$ cat src/rtl/fft_pkg.sv
// Shared definitions for the 16-point FFT pipeline: widths, complex word
// layout, twiddle table, bit-reversal helper and the output-stage FSM states.
package fft_pkg;

   localparam int DW  = 32;   // Q16.16 component width
   localparam int NPT = 16;   // points per frame
   localparam int IW  = 4;    // index width for NPT points

   // Complex word, real part in the upper half: {real, imag}
   typedef struct packed {
      logic signed [DW-1:0] re;
      logic signed [DW-1:0] im;
   } cplx_t;

   // Output-stage control states
   typedef enum logic [0:0] {
      IDLE   = 1'b0,
      STREAM = 1'b1
   } state_e;

   // Twiddles W_k = exp(-j*2*pi*k/16) in Q16.16, shared by all stages
   localparam logic signed [DW-1:0] W_RE [8] = '{
      32'sd65536,  32'sd60547,  32'sd46341,  32'sd25080,
      32'sd0,     -32'sd25080, -32'sd46341, -32'sd60547
   };
   localparam logic signed [DW-1:0] W_IM [8] = '{
      32'sd0,     -32'sd25080, -32'sd46341, -32'sd60547,
     -32'sd65536, -32'sd60547, -32'sd46341, -32'sd25080
   };

   // Reverse the 4 index bits to map natural order onto butterfly order
   function automatic logic [IW-1:0] bitrev4(input logic [IW-1:0] x);
      return {x[0], x[1], x[2], x[3]};
   endfunction

endpackage

$ cat src/rtl/fft_stage4_out_if.sv
// Frame-in / stream-out bus of the final FFT stage.
import fft_pkg::*;

interface fft_stage4_out_if;
   logic          in_valid;
   logic          in_ready;
   cplx_t         in_data [NPT];
   logic          out_valid;
   logic          out_ready;
   cplx_t         out_data;
   logic [IW-1:0] out_index;
   logic          frame_done;

   // Producer/consumer side (upstream stage 3 plus downstream sink)
   modport master (
      output in_valid, in_data, out_ready,
      input  in_ready, out_valid, out_data, out_index, frame_done
   );

   // The stage itself
   modport slave (
      input  in_valid, in_data, out_ready,
      output in_ready, out_valid, out_data, out_index, frame_done
   );
endinterface

$ cat src/rtl/fft_bf2.sv
// Combinational radix-2 butterfly with unity twiddle: a+b and a-b,
// real and imaginary parts independently, modular wrap on overflow.
import fft_pkg::*;

module fft_bf2 (
   input  cplx_t a_i,
   input  cplx_t b_i,
   output cplx_t sum_o,
   output cplx_t diff_o
);
   assign sum_o.re  = a_i.re + b_i.re;
   assign sum_o.im  = a_i.im + b_i.im;
   assign diff_o.re = a_i.re - b_i.re;
   assign diff_o.im = a_i.im - b_i.im;
endmodule

$ cat src/rtl/fft_stage4_out.sv
// Last FFT stage: captures a parallel frame, applies the final butterfly
// layer on adjacent pairs, then streams the 16 bins in natural order.
import fft_pkg::*;

module fft_stage4_out (
   input  logic              clk,
   input  logic              rst_n,
   fft_stage4_out_if.slave   bus
);
   state_e        state_q, state_d;
   logic [IW-1:0] cnt_q, cnt_d;
   logic          frame_done_q, frame_done_d;
   cplx_t         bank_q [NPT];
   cplx_t         bf_res [NPT];
   logic          capture;
   logic          beat;

   // Eight butterflies on pairs (2k, 2k+1)
   generate
      for (genvar gi = 0; gi < NPT/2; gi++) begin : g_bf
         fft_bf2 u_bf2 (
            .a_i    (bus.in_data[2*gi]),
            .b_i    (bus.in_data[2*gi+1]),
            .sum_o  (bf_res[2*gi]),
            .diff_o (bf_res[2*gi+1])
         );
      end
   endgenerate

   assign capture = (state_q == IDLE) && bus.in_valid;
   assign beat    = (state_q == STREAM) && bus.out_ready;

   // Next-state logic: capture moves to STREAM, last accepted beat returns to IDLE
   always_comb begin
      state_d      = state_q;
      cnt_d        = cnt_q;
      frame_done_d = 1'b0;
      if (capture) begin
         state_d = STREAM;
         cnt_d   = '0;
      end else if (beat) begin
         if (cnt_q == IW'(NPT-1)) begin
            state_d      = IDLE;
            cnt_d        = '0;
            frame_done_d = 1'b1;
         end else begin
            cnt_d = cnt_q + 1'b1;
         end
      end
   end

   // Control registers
   always_ff @(posedge clk or negedge rst_n) begin
      if (!rst_n) begin
         state_q      <= IDLE;
         cnt_q        <= '0;
         frame_done_q <= 1'b0;
      end else begin
         state_q      <= state_d;
         cnt_q        <= cnt_d;
         frame_done_q <= frame_done_d;
      end
   end

   // Result buffer: loaded only on capture, so input changes during STREAM are ignored
   always_ff @(posedge clk or negedge rst_n) begin
      if (!rst_n) begin
         for (int i = 0; i < NPT; i++) bank_q[i] <= '0;
      end else if (capture) begin
         for (int i = 0; i < NPT; i++) bank_q[i] <= bf_res[i];
      end
   end

   // Outputs decoded from registers only; data forced to zero outside STREAM
   assign bus.in_ready   = (state_q == IDLE);
   assign bus.out_valid  = (state_q == STREAM);
   assign bus.out_index  = cnt_q;
   assign bus.out_data   = (state_q == STREAM) ? bank_q[bitrev4(cnt_q)] : '0;
   assign bus.frame_done = frame_done_q;

endmodule

$ cat src/flat_wrapper.sv
// flat-port wrapper written by rule: the top's interface ports become plain ports
module fft_stage4_out_flat 
  (clk, rst_n, bus_in_valid, bus_in_data, bus_out_ready, bus_in_ready, bus_out_valid, bus_out_data, bus_out_index, bus_frame_done);
  fft_stage4_out_if bus_i ();
  input  logic clk;
  input  logic rst_n;
  input wire logic [$bits(bus_i.in_valid)-1:0] bus_in_valid;
  input wire logic [$bits(bus_i.in_data)-1:0] bus_in_data;
  input wire logic [$bits(bus_i.out_ready)-1:0] bus_out_ready;
  output wire logic [$bits(bus_i.in_ready)-1:0] bus_in_ready;
  output wire logic [$bits(bus_i.out_valid)-1:0] bus_out_valid;
  output wire logic [$bits(bus_i.out_data)-1:0] bus_out_data;
  output wire logic [$bits(bus_i.out_index)-1:0] bus_out_index;
  output wire logic [$bits(bus_i.frame_done)-1:0] bus_frame_done;
  assign bus_i.in_valid = bus_in_valid;
  assign bus_i.in_data = {>>{bus_in_data}};
  assign bus_i.out_ready = bus_out_ready;
  assign bus_in_ready = bus_i.in_ready;
  assign bus_out_valid = bus_i.out_valid;
  assign bus_out_data = bus_i.out_data;
  assign bus_out_index = bus_i.out_index;
  assign bus_frame_done = bus_i.frame_done;
  fft_stage4_out u_core (.clk(clk), .rst_n(rst_n), .bus(bus_i));
endmodule
$ cat config.mk
export PLATFORM = sky130hd
export DESIGN_NAME = fft_stage4_out_flat
export DESIGN_NICKNAME = d
export VERILOG_FILES = /design/src/rtl/fft_pkg.sv /design/src/rtl/fft_stage4_out_if.sv /design/src/rtl/fft_bf2.sv /design/src/rtl/fft_stage4_out.sv /design/src/flat_wrapper.sv
export SDC_FILE = /design/constraint.sdc
export NUM_CORES = 2
export LEC_CHECK = 0
export CAP_MARGIN = 25
export CORE_AREA = 4 4 428 430
export CTS_BUF_LIST = sky130_fd_sc_hd__clkbuf_8
export CTS_CLUSTER_DIAMETER = 150
export DETAILED_ROUTE_END_ITERATION = 6
export DIE_AREA = 0 0 432 434
export PLACE_DENSITY = 0.85
export SLEW_MARGIN = 20
export SYNTH_ARGS = -nofsm -noshare
export SYNTH_HDL_FRONTEND = slang
export SYNTH_SLANG_ARGS = --single-unit
$ cat constraint.sdc
create_clock -name clk -period 3.8 [get_ports clk]
set_input_delay 0.57 -clock clk [delete_from_list [all_inputs] [get_ports clk]]
set_output_delay 0.57 -clock clk [all_outputs]
set_load 0.05 [all_outputs]
==> run summary <==
Peak VDD IR: 0.952 mV
Final Wtd Congestion: 1.08
CTS Root Cell: clkbuf_8
Worst-Margin Slew: 1.10 ns
Leak: 58.1 nW
M2 GR Usage: 0.669
Slowest stage delay, CP: 0.71 ns
Reg area: 25400 sq um
Die H: 434 um
Clock share of power: 0.152
H-tree levels: 4
Final Setup Violations: 62
Max Root-Sink Buffers: 3
Ys Warns: 0
Sink Count: 1014
Critical Path Slowest Stage Cell: mux4_2
Sw Pwr: 35.6 mW
First-pass GRT wire length: 621000 um
Slew Viols, Final: 0
GR peak layer: met2
CTS buffer count: 186
Multi-input logic area: 62600 sq um
DR vias/cell: 6.05
Sequential cell fraction of total power: 0.264
Synth async-reset ratio: 1.00
Worst setup startpoint: u_core.bus.out_index[3]$_DFFE_PN0P_
Synth top area share: 0.271
Routed WL: 436000 um
Met3 GRT Util: 0.124
Cell Pwr Density: 623 nW/um^2
# placed instances: 15.6k
Commonest cells in the netlist: nand2_1, o21ai_0, dfrtp_1, ha_1, inv_1
Critical path arrival: 3.68 ns
Final hold slack: 0.199 ns
Int Pwr: 40.9 mW
Die X: 432 um
DRC Markers: 2
Final core occ: 0.682
Cells after synthesis: 11.3k
CTS tree: done
Top-count cell post-synth: nand2_1
Row count: 156
Final TNS setup: -22.76 ns
CP Max Fanout: 8
Yosys top cell by area: dfrtp_1
Skew final: 0.0478 ns
GRT overflow: 0
Max Clk Rate: 235 MHz
Combinational fraction of design power: 0.583
Synthesized net count: 13.4k
Met1 Usage GRT: 0.539
EDFF count, synth: 0
Critical-path cell list: buf_12, buf_16, mux4_2, mux4_2, and2_4, buf_12
Final worst slack: -0.454 ns
Hpwl dp: 355000 um
Clock Latency Late Sink: 0.98 ns
Iter 0 DRT Violations: 11.0k
Die area: 187000 sq um
Filler cell count: 14.7k
DR vias: 97.5k
Share of layout cells above drive strength 1: 0.169
Vias in the first global route: 94.4k
RR Startpoint: u_core.bus.out_valid$_DFFE_PN0P_
Worst path required time: 3.23 ns
Startpoint Class: register
Final #Nets: 15.5k
Area delta synth->final: 30.8%
Clock Pin Slew Worst Setup and Hold Paths: 0.07 ns
Sw Ratio: 0.465
Maxcap violations: 0
Routed Antenna Nets: 0
Unrepaired setup endpoints after global routing: yes
Minimum clock period: 4.25 ns
Largest net degree at the start of global routing: 152
Register area share after synthesis: 0.271
Starting Density: 0.522
Antenna violations before repair: 156
Synth top area cells: dfrtp_1, ha_1, mux4_2
Final Instance Count excl. Fillers: 16.1k
GRT Overall Usage: 0.450
Hold Fails Final Rpt: 0
Tcrit/Tclk final: 1.12
Crit end category: primary output
Area of the core: 180000 sq um
First-pass DRT Iterations: 7
Crit path kind: register to primary output
Prevailing post-synth register cell: dfrtp_1
Violated checks: DRC, setup timing
Post-synth cell types: 99
Port Buffers: 1098
Avg Cell Area, Syn: 8.27 sq um
Outcome: complete, but fails checks
Synthesized cell area: 93800 sq um
Wirelength per Cell: 27.0 um
I/O pin cnt: 1099
Seq cells post-synth: 1014
HP Class: primary input to asynchronous set/reset pin
Relative slew margins: 0.263
## layout make-up
type,instances,share of cell area
well taps,2370,0.0242
repair buffers,2570,0.194
multi-input cells,8739,0.510
diodes,126,0.00257
flip-flops and latches,1014,0.207
clock buffers,223,0.0250
clock inverters,111,0.00776
inverters,963,0.0295
## final timing paths
path,end,slack [ns],cells after the start
worst max-delay path,bus_out_data[31],-0.45,6
worst min-delay path,u_core.bank_q[948]$_DFFE_PN0P_,0.20,2
worst max register to register,u_core.bank_q[189]$_DFFE_PN0P_,1.31,7
worst min register to register,u_core.bank_q[86]$_DFFE_PN0P_,0.46,2
max in group asynchronous,u_core.bank_q[483]$_DFFE_PN0P_,2.35,3
min in group clk,u_core.bank_q[672]$_DFFE_PN0P_,0.38,3
## state kept, by name, summed over array words and instances, names as in the netlist
register	cells
u_core.bank_q	1008
u_core.bus.out_index	4
u_core.bus.frame_done	1
u_core.bus.out_valid	1
## timing repair
| action | in CTS | in global routing |
|---|---|---|
| cloned | 22 | 2 |
| resized for setup | 183 | 56 |
| buffers inserted | 50 | 21 |
| endpoints found under the setup margin | 64 | 64 |
| hold buffers | 1 | 0 |
| pin swaps | 2 | 0 |
| endpoints found under the hold margin | 43 | 0 |
## per-layer routing
metal | share of wire | up-vias
met5 | 0.00075 | -
met4 | 0.10 | 48
met3 | 0.10 | 1331
met2 | 0.43 | 5306
met1 | 0.37 | 46900
li1 | - | 43800
## power by group through the flow
stage               sequential, mW  clock (mW)  combinational (mW)
detailed placement            20.1           0                39.2
floorplan                     18.3           0                21.6
global route                  20.6        12.2                46.0
finish                        20.2        11.7                44.6
global placement              19.6           0                38.5
CTS                           19.9        11.7                42.6
## stage by stage
stage	worst slack (ns)	power, mW	cell area [sq um]
after global placement	-0.703	58.2	116000
final	-0.454	76.4	123000
after detailed placement	-0.681	59.3	116000
after floorplan	0.215	39.9	93800
after global routing	-0.446	78.7	123000
after CTS	-0.436	74.2	122000
## placed cells by master (no fill, tap or decap), types with 47 or more instances in the layout
master / synthesis / final
o21bai_1: 254 / 254
buf_12: 0 / 72
clkdlybuf4s50_1: 0 / 1032
o21ai_1: 133 / 133
nor2_1: 822 / 822
o21ai_0: 1119 / 1119
xor2_1: 171 / 171
a31oi_1: 118 / 118
nand3_1: 126 / 126
xnor2_1: 704 / 704
ha_1: 993 / 993
o31ai_1: 116 / 116
and3_1: 50 / 50
nand2b_1: 134 / 134
a21o_1: 202 / 202
inv_1: 938 / 990
and2_4: 0 / 47
nor3_1: 181 / 181
nor2b_1: 113 / 112
clkbuf_8: 0 / 223
nor4_1: 63 / 63
dfrtp_1: 1014 / 1009
diode_2: 0 / 126
buf_6: 0 / 52
a211oi_1: 77 / 77
nand2_1: 1357 / 1356
o21a_1: 54 / 54
buf_4: 2 / 1355
mux4_2: 314 / 314
a21oi_1: 890 / 890
## critical path: cells and delay by family (launching register included)
family                 cells  cell delay, ns
flip-flops                 1            0.47
AND/OR/NAND/NOR            1            0.28
multiplexers               2            1.41
buffers and inverters      3            0.47
## logic make-up (layout without fill, tap and decap cells)
family,Yosys count,in the layout,share of synthesized area
AOI/OAI and AO/OA,3365,3365,0.218
xor gates and xnor gates,875,875,0.0817
adders and majority gates,1025,1025,0.139
buffers and inverters,1585,3867,0.0639
DFF,1014,1014,0.271
muxes,333,333,0.0775
other,0,126,0
and+or+nand+nor,3141,3141,0.149
No activity file was read; power rests on OpenSTA's default activity.
